===== src/rtl/game_sequencer.sv =====
// Snake game flow controller: menu/init/play/pause/over sequencing, move timing,
// heading arbitration and growth bookkeeping for the snake datapath.
module game_sequencer #(
  parameter int FRAME_DIV      = 840000,
  parameter int STEPS_PER_MOVE = 3,
  parameter int MAX_SIZE       = 127
) (
  input  logic       clk,
  input  logic       resetn,
  input  logic       start,
  input  logic       pause,
  input  logic [4:0] dir_req,
  input  logic       good_collision,
  input  logic       bad_collision,
  output logic       inmenu,
  output logic       ingame,
  output logic       head_init,
  output logic       move_tick,
  output logic [1:0] cur_dir,
  output logic       grow,
  output logic [6:0] size,
  output logic       game_over,
  output logic [2:0] state
);

  localparam int FW = (FRAME_DIV > 1) ? $clog2(FRAME_DIV) : 1;
  localparam int SW = (STEPS_PER_MOVE > 1) ? $clog2(STEPS_PER_MOVE) : 1;

  localparam logic [FW-1:0] FRAME_LAST = FW'(FRAME_DIV - 1);
  localparam logic [FW-1:0] FRAME_ONE  = FW'(1);
  localparam logic [FW-1:0] FRAME_ZERO = FW'(0);
  localparam logic [SW-1:0] STEP_LAST  = SW'(STEPS_PER_MOVE - 1);
  localparam logic [SW-1:0] STEP_ONE   = SW'(1);
  localparam logic [SW-1:0] STEP_ZERO  = SW'(0);
  localparam logic [6:0]    SIZE_MAX   = 7'(MAX_SIZE);

  typedef enum logic [2:0] {
    ST_IDLE  = 3'd0,
    ST_INIT  = 3'd1,
    ST_PLAY  = 3'd2,
    ST_PAUSE = 3'd3,
    ST_OVER  = 3'd4
  } state_t;

  // Maps a key request to {valid, heading}; anything not a single direction key is invalid.
  function automatic logic [2:0] decode_dir(input logic [4:0] req);
    logic [2:0] res;
    case (req)
      5'b00010: res = 3'b100;
      5'b00100: res = 3'b101;
      5'b01000: res = 3'b110;
      5'b10000: res = 3'b111;
      default:  res = 3'b000;
    endcase
    return res;
  endfunction

  state_t        state_r;
  state_t        state_s;
  logic          start_q_r;
  logic          good_q_r;
  logic [FW-1:0] frame_cnt_r;
  logic [SW-1:0] step_cnt_r;
  logic          dir_lock_r;
  logic          grow_lock_r;
  logic [1:0]    cur_dir_r;
  logic [6:0]    size_r;
  logic          head_init_r;
  logic          move_tick_r;
  logic          grow_r;

  logic          start_edge_s;
  logic          active_s;
  logic          frame_tick_s;
  logic          move_s;
  logic          grow_s;
  logic          dir_ok_s;
  logic [2:0]    dir_dec_s;

  // Play-cycle qualifiers: bad collision or pause freeze everything in that cycle.
  always_comb begin
    start_edge_s = start & ~start_q_r;
    active_s     = (state_r == ST_PLAY) & ~pause & ~bad_collision;
    frame_tick_s = active_s & (frame_cnt_r == FRAME_ZERO);
    move_s       = frame_tick_s & (step_cnt_r == STEP_LAST);
    dir_dec_s    = decode_dir(dir_req);
    // Equal or opposite headings share bit 0 with the current heading.
    dir_ok_s     = active_s & dir_dec_s[2] & ~dir_lock_r & (dir_dec_s[0] != cur_dir_r[0]);
    grow_s       = active_s & good_collision & ~good_q_r & ~grow_lock_r;
  end

  // Next-state logic.
  always_comb begin
    state_s = state_r;
    case (state_r)
      ST_IDLE: begin
        if (start_edge_s) state_s = ST_INIT;
        else              state_s = ST_IDLE;
      end
      ST_INIT: state_s = ST_PLAY;
      ST_PLAY: begin
        if (bad_collision) state_s = ST_OVER;
        else if (pause)    state_s = ST_PAUSE;
        else               state_s = ST_PLAY;
      end
      ST_PAUSE: begin
        if (pause) state_s = ST_PAUSE;
        else       state_s = ST_PLAY;
      end
      ST_OVER: begin
        if (start_edge_s) state_s = ST_INIT;
        else              state_s = ST_OVER;
      end
      default: state_s = ST_IDLE;
    endcase
  end

  // State register.
  always_ff @(posedge clk or negedge resetn) begin
    if (!resetn) begin
      state_r <= ST_IDLE;
    end else begin
      state_r <= state_s;
    end
  end

  // Edge history, timing counters, heading, length and locks.
  always_ff @(posedge clk or negedge resetn) begin
    if (!resetn) begin
      start_q_r   <= 1'b1;
      good_q_r    <= 1'b0;
      frame_cnt_r <= FRAME_ZERO;
      step_cnt_r  <= STEP_ZERO;
      dir_lock_r  <= 1'b0;
      grow_lock_r <= 1'b0;
      cur_dir_r   <= 2'd3;
      size_r      <= 7'd1;
    end else begin
      start_q_r <= start;
      good_q_r  <= good_collision;
      if (state_s == ST_INIT) begin
        // Preloading the frame count puts the first move a full move period after play starts.
        frame_cnt_r <= FRAME_LAST;
        step_cnt_r  <= STEP_ZERO;
        dir_lock_r  <= 1'b0;
        grow_lock_r <= 1'b0;
        cur_dir_r   <= 2'd3;
        size_r      <= 7'd1;
      end else if (active_s) begin
        if (frame_tick_s) begin
          frame_cnt_r <= FRAME_LAST;
          step_cnt_r  <= move_s ? STEP_ZERO : (step_cnt_r + STEP_ONE);
        end else begin
          frame_cnt_r <= frame_cnt_r - FRAME_ONE;
        end
        if (dir_ok_s) cur_dir_r <= dir_dec_s[1:0];
        if (grow_s && (size_r < SIZE_MAX)) size_r <= size_r + 7'd1;
        if (move_s) begin
          dir_lock_r  <= 1'b0;
          grow_lock_r <= 1'b0;
        end else begin
          if (dir_ok_s) dir_lock_r  <= 1'b1;
          if (grow_s)   grow_lock_r <= 1'b1;
        end
      end
    end
  end

  // One-cycle output strobes.
  always_ff @(posedge clk or negedge resetn) begin
    if (!resetn) begin
      head_init_r <= 1'b0;
      move_tick_r <= 1'b0;
      grow_r      <= 1'b0;
    end else begin
      head_init_r <= (state_s == ST_INIT);
      move_tick_r <= move_s;
      grow_r      <= grow_s;
    end
  end

  assign inmenu    = (state_r == ST_IDLE);
  assign ingame    = (state_r == ST_PLAY) | (state_r == ST_PAUSE);
  assign game_over = (state_r == ST_OVER);
  assign state     = state_r;
  assign head_init = head_init_r;
  assign move_tick = move_tick_r;
  assign grow      = grow_r;
  assign cur_dir   = cur_dir_r;
  assign size      = size_r;

endmodule

===== config.mk =====
export PLATFORM = sky130hd
export DESIGN_NAME = game_sequencer
export DESIGN_NICKNAME = d
export VERILOG_FILES = /design/src/rtl/game_sequencer.sv
export SDC_FILE = /design/constraint.sdc
export NUM_CORES = 1
export LEC_CHECK = 0
export CAP_MARGIN = 10
export CORE_MARGIN = 2
export CORE_UTILIZATION = 46
export DETAILED_ROUTE_END_ITERATION = 10
export GPL_ROUTABILITY_DRIVEN = 0
export PLACE_DENSITY = 0.69
export SLEW_MARGIN = 5
export SYNTH_ARGS = -nofsm -noshare
export SYNTH_HDL_FRONTEND = slang
export SYNTH_SLANG_ARGS = --single-unit
export TNS_END_PERCENT = 100

===== constraint.sdc =====
create_clock -name clk -period 6.04 [get_ports clk]
set_input_delay 1.208 -clock clk [delete_from_list [all_inputs] [get_ports clk]]
set_output_delay 1.208 -clock clk [all_outputs]
set_load 0.02 [all_outputs]

; Word-level counts from Yosys, hierarchy flattened
; Index checks and enable logic that the tools add are counted.
[classes]
addsub = 3
order_cmp = 1
n_eq_ne = 11
muxes = 27
bitwise_logic = 18
n_reduce_logical = 14
[op_table]
columns = op, count
row1 = two-way mux 20 bit, 3
row2 = two-way mux 7 bit, 3
row3 = zero test 20 bit, 1
row4 = "subtractor 20 x 1 -> 20 bit, second input constant", 1
row5 = one-hot mux 3 bit (5 select lines), 1
row6 = two-way mux 2 bit, 7
row7 = one-hot mux 3 bit (4 select lines), 1
row8 = AND 1 bit, 11
row9 = two-way mux 1 bit, 10
row10 = AND reduction 2 bit, 5
row11 = nonzero test 2 bit, 4
row12 = "adder 7 x 1 -> 7 bit, second input constant", 1
row13 = "< comparator 7 bit, second input constant", 1
row14 = "equality test 3 x 1 -> 1 bit, second input constant", 2
row15 = "equality test 3 x 2 -> 1 bit, second input constant", 2
row16 = two-way mux 3 bit, 2
row17 = inverter 1 bit, 6
row18 = nonzero test 3 bit, 2
row19 = "equality test 5 x 2 -> 1 bit, second input constant", 1
row20 = "equality test 5 x 3 -> 1 bit, second input constant", 1
row21 = "equality test 5 x 4 -> 1 bit, second input constant", 1
row22 = "equality test 5 bit, second input constant", 1
row23 = "equality test 3 bit, second input constant", 1
row24 = zero test 3 bit, 1
row25 = 5 further kinds, 5
[word_totals]
reg_bits = 41
inputBits = 11
out_inout_bits = 18
word_cells = 86

; Logic depth before layout (Yosys ltp)
[logic_depth]
depth_word = 10
ltp_mapped = 8
mapped_depth_nobuf = 6

; Worst setup path after synthesis
; No wires, ideal clock.
[synth_timing]
path_type = input port to flip-flop
start = input port pause
end = register step_cnt_r[1]
setup_time_ns = 0.073
arrival_time_ns = 2.768
t_required_ns = 5.967
slack_ns = 3.199
path_stages = 6
cell_sequence = nor4b_2 > nand2_1 > or4_1 > buf_2 > or3b_1 > a21oi_2
[synth_via]
elab_chain_cells = 9
elab_cells_between_ends = 16
cone_classes = 1 x eq/ne / 7 x mux / 5 x bitwise / 3 x reduce/logical
[synth_rtl]
columns = item, line
row1 = "start, declared", 11  ; input logic pause,
row2 = inverter 1 bit, 83  ; active_s = (state_r == ST_PLAY) & ~pause & ~bad_collision;
row3 = AND 1 bit (2 in a row), 83
row4 = AND 1 bit, 84  ; frame_tick_s = active_s & (frame_cnt_r == FRAME_ZERO);
row5 = AND 1 bit, 85  ; move_s = frame_tick_s & (step_cnt_r == STEP_LAST);
row6 = two-way mux 2 bit, 152  ; step_cnt_r <= move_s ? STEP_ZERO : (step_cnt_r + STEP_ONE);
row7 = two-way mux 2 bit, 150  ; if (frame_tick_s) begin
row8 = two-way mux 2 bit, 149  ; end else if (active_s) begin
row9 = two-way mux 2 bit, 141  ; if (state_s == ST_INIT) begin
row10 = "end signal, assigned", 152
row11 = "end, declared", 63  ; logic [SW-1:0] step_cnt_r;
; Parallel ways exist; a longest one is shown, timed or not. The select of a mux whose other input is x is not followed.
; A chain may end at the register's enable or synchronous reset.

; Worst setup path after layout
[layout_timing]
start = input port start
end = register frame_cnt_r[19]
[layout_via]
elab_chain_cells = 5
elab_cells_between_ends = 7
cone_classes = 1 x eq/ne / 4 x mux / 1 x bitwise / 1 x reduce/logical
[layout_rtl]
columns = item, line
row1 = "start, declared", 10  ; input logic start,
row2 = AND 1 bit *, 82  ; start_edge_s = start & ~start_q_r;
row3 = two-way mux 3 bit or two-way mux 1 bit (tied branches), "111, 97"
row4 = one-hot mux 3 bit (5 select lines) *, 95  ; case (state_r)
row5 = equality test 3 x 1 -> 1 bit *, 141
row6 = two-way mux 20 bit or nonzero test 2 bit (tied branches), n/a
row7 = "end signal, assigned", 154  ; frame_cnt_r <= frame_cnt_r - FRAME_ONE;
row8 = "end, declared", 62  ; logic [FW-1:0] frame_cnt_r;
; Every way passes the cells marked *; elsewhere a longest branch is shown, timed or not.

==> flow_metrics.tcl <==
set metrics [dict create \
    outcome "finished, final reports clean" \
    ir_drop_uv 140 \
    yosys.area.top_type_share 0.448 \
    worst_slew_pin_slew_ns 0.886 \
    start_util 0.475 \
    clock_path_buffers 2 \
    hold_slack_ns 0.525 \
    drtAntennaViolNets 0 \
    rsz0062_at_grt "no" \
    dr.pass1.iters 4 \
    power_density_mw_per_mm2 284 \
    root_buffer "clkbuf_8" \
    vias 1644 \
    nFillCells 398 \
    grt_pass1_wl_um 7770 \
    synth_cells 208 \
    yosysSeqAreaShare 0.499 \
    dpl.hpwl_um 3020 \
    cts_resized 0 \
    slew_violations 0 \
    fin_setup_tns_ns 0 \
    clk_latency_ns 0.29 \
    hold_viol 0 \
    dieArea_mm2 0.00505 \
    grt_pass1_vias 1612 \
    die_y_um 71.0 \
    die_w_um 71.0 \
    maxSlewHeadroom 0.409 \
    worstPathMaxFanout 11 \
    critPathKind "input pin to flip-flop" \
    utilization 0.571 \
    mostFrequentLayoutCells "dfrtp_1 (37), clkdlybuf4s50_1 (27), nor2_1 (22), nand2_1 (22)" \
    period_needed_ns 3.35 \
    nNetsFinal 254 \
    swShare 0.319 \
    clock-sinks 41 \
    cp.depth 7 \
    gr-total-overflow 0 \
    crit_chain "clkdlybuf4s50_1 -> or4b_1 -> inv_2 -> a21oi_1 -> nand4bb_1 -> or4_1 -> nand3_1" \
    numPortBuffers 28 \
    crit_required_ns 6.27 \
    drive_above_1_share 0.0871 \
    syn_area_mm2 0.00207 \
    sequentialPowerShare 0.477 \
    yosys.cell_types.count 43 \
    synth_top_area_cell "dfrtp_1" \
    crit_arrival_ns 3.58 \
    drc_errors 0 \
    synth_nets 222 \
    cts_hold_buf 0 \
    grt_util_all_layers 0.194 \
    syn_avg_cell_area_um2 9.94 \
    cp_top_family "simple AND/OR/NAND/NOR gates" \
    wire_per_inst_um 14.8 \
    place_area_mm2 0.00239 \
    post_cts_buffers 0 \
    htree_levels 2 \
    antenna_found_initial 0 \
    ff2ff_path_depth 6 \
    worst_clock_skew_ns 0.00918 \
    antenna_cells 0 \
    num_rows 24 \
    clock.fmax_ghz 0.299 \
    area_growth_pct 20.2 \
    stdcell_area_mm2 0.00248 \
    grt_max_degree 42 \
    end_kind "flip-flop" \
    switchingPower_w 0.000225 \
    ios 29 \
    critPathBufInv 2 \
    ys_seq_elements 41 \
    setup.worst_path.start_class "input pin" \
    p_leak_nw 0.973 \
    cts_tree "yes" \
    cp_slowest_stage_delay_ns 0.67 \
    hp-class "flip-flop to flip-flop" \
    drt-total-wl_um 4330 \
    clkTransAtPathRegs_ns 0.08 \
    power_frac_comb 0.266 \
    cap_viol_max_count 0 \
    final_common_cell "dfrtp_1" \
    min_path_cells 2 \
    setup_viol 0 \
    synth_area_leaders "dfrtp_1 (45%), dfstp_2 (5.1%), xnor2_1 (4.7%), xor2_1 (4.7%), nand2_1 (4.0%)" \
    viasPerCell 5.61 \
    first_iter_violations 117 \
    pwr-share-clk 0.257 \
    numCtsBuffers 5 \
    internal-power_w 0.000481 \
    coreArea_mm2 0.00435 \
    cpMaxStageDelayCell "or4b_1" \
    fin_crit_sh 0.554 \
    synth_warnings 0 \
]
-- power groups by stage --
stage               Clock [W]  Combinational (W)  Sequential (W)
global route         0.000201           0.000208        0.000342
finish               0.000182           0.000188        0.000337
floorplan                   0          0.0000871        0.000354
detailed placement          0           0.000190        0.000341
global placement            0           0.000188        0.000341
CTS                  0.000190           0.000190        0.000336
-- cell families after synthesis --
family / Yosys count / synth area share
multiplexers: 2 / 0.00969
AO/OA/AOI/OAI: 25 / 0.0714
XOR/XNOR: 22 / 0.0932
AND/OR/NAND/NOR: 105 / 0.290
buffers and inverters: 10 / 0.0188
adder cells (fa/ha/maj): 3 / 0.0182
flip-flops: 41 / 0.499
-- Yosys cell counts (all sizes together) --
cell type,count
a21oi,8
a31oi,1
and2,2
and3,1
buf,1
clkbuf,2
dfrtp,37
dfstp,4
ha,3
inv,7
mux2i,2
nand2,22
nand2b,1
nand3,11
nand3b,1
nand4,5
nand4b,3
nand4bb,1
nor2,23
nor2b,3
nor3,8
nor3b,4
nor4,6
nor4b,2
o211ai,3
o21ai,10
o31ai,1
o41ai,2
or3,3
or3b,1
or4,6
or4b,2
xnor2,11
xor2,11
-- per-layer routing --
| metal | part of all wire | wire length, um | track usage | up-vias |
|---|---|---|---|---|
| met5 | 0 | 0 | 0 | - |
| met4 | 0.0099 | 43 | 0.0713 | 0 |
| met3 | 0.049 | 214 | 0.0470 | 4 |
| met2 | 0.48 | 2060 | 0.299 | 49 |
| met1 | 0.46 | 2010 | 0.267 | 786 |
| li1 | - | - | - | 805 |
-- metrics by stage --
step | setup slack, ns | power, W | cells
2_1_floorplan | 3.20 | 0.000441 | 208
3_3_place_gp | 2.50 | 0.000529 | 285
3_5_place_dp | 2.40 | 0.000530 | 285
4_1_cts | 2.72 | 0.000716 | 293
5_1_grt | 2.56 | 0.000751 | 293
6_report | 2.69 | 0.000706 | 293
-- registers in the layout, summed over array words and instances (netlist names) --
name and flops:
start_q_r 1, move_tick 1, size 7, dir_lock_r 1, frame_cnt_r 20, cur_dir 2, grow 1, state 3
step_cnt_r 2, good_q_r 1, head_init 1, grow_lock_r 1
-- path summary, 6_finish.rpt --
| path | end | slack [ns] | from |
|---|---|---|---|
| min in group asynchronous | size[2] | 1.04 | resetn |
| worst max register to register | frame_cnt_r[19] | 3.52 | state[1] |
| worst min register to register | cur_dir[1] | 0.52 | cur_dir[1] |
| worst min-delay path | cur_dir[1] | 0.52 | cur_dir[1] |
| max in group asynchronous | size[5] | 4.45 | resetn |
| worst max-delay path | frame_cnt_r[19] | 2.69 | start |
-- final cells by class --
cell class / instances / area, um2 / share of cell area
inverter: 7 / 26.3 / 0.0106
multi-input combinational: 157 / 997 / 0.401
sequential: 41 / 1030 / 0.415
timing repair buffer: 28 / 275 / 0.111
clock buffer: 8 / 90.1 / 0.0363
tap: 52 / 65.1 / 0.0262
-- worst min-delay path: stages, from the launching register on --
cell,delay [ns]
dfstp_2,0.37
o21ai_0,0.06
o211ai_1,0.09
(Power assumes the default switching activity.)
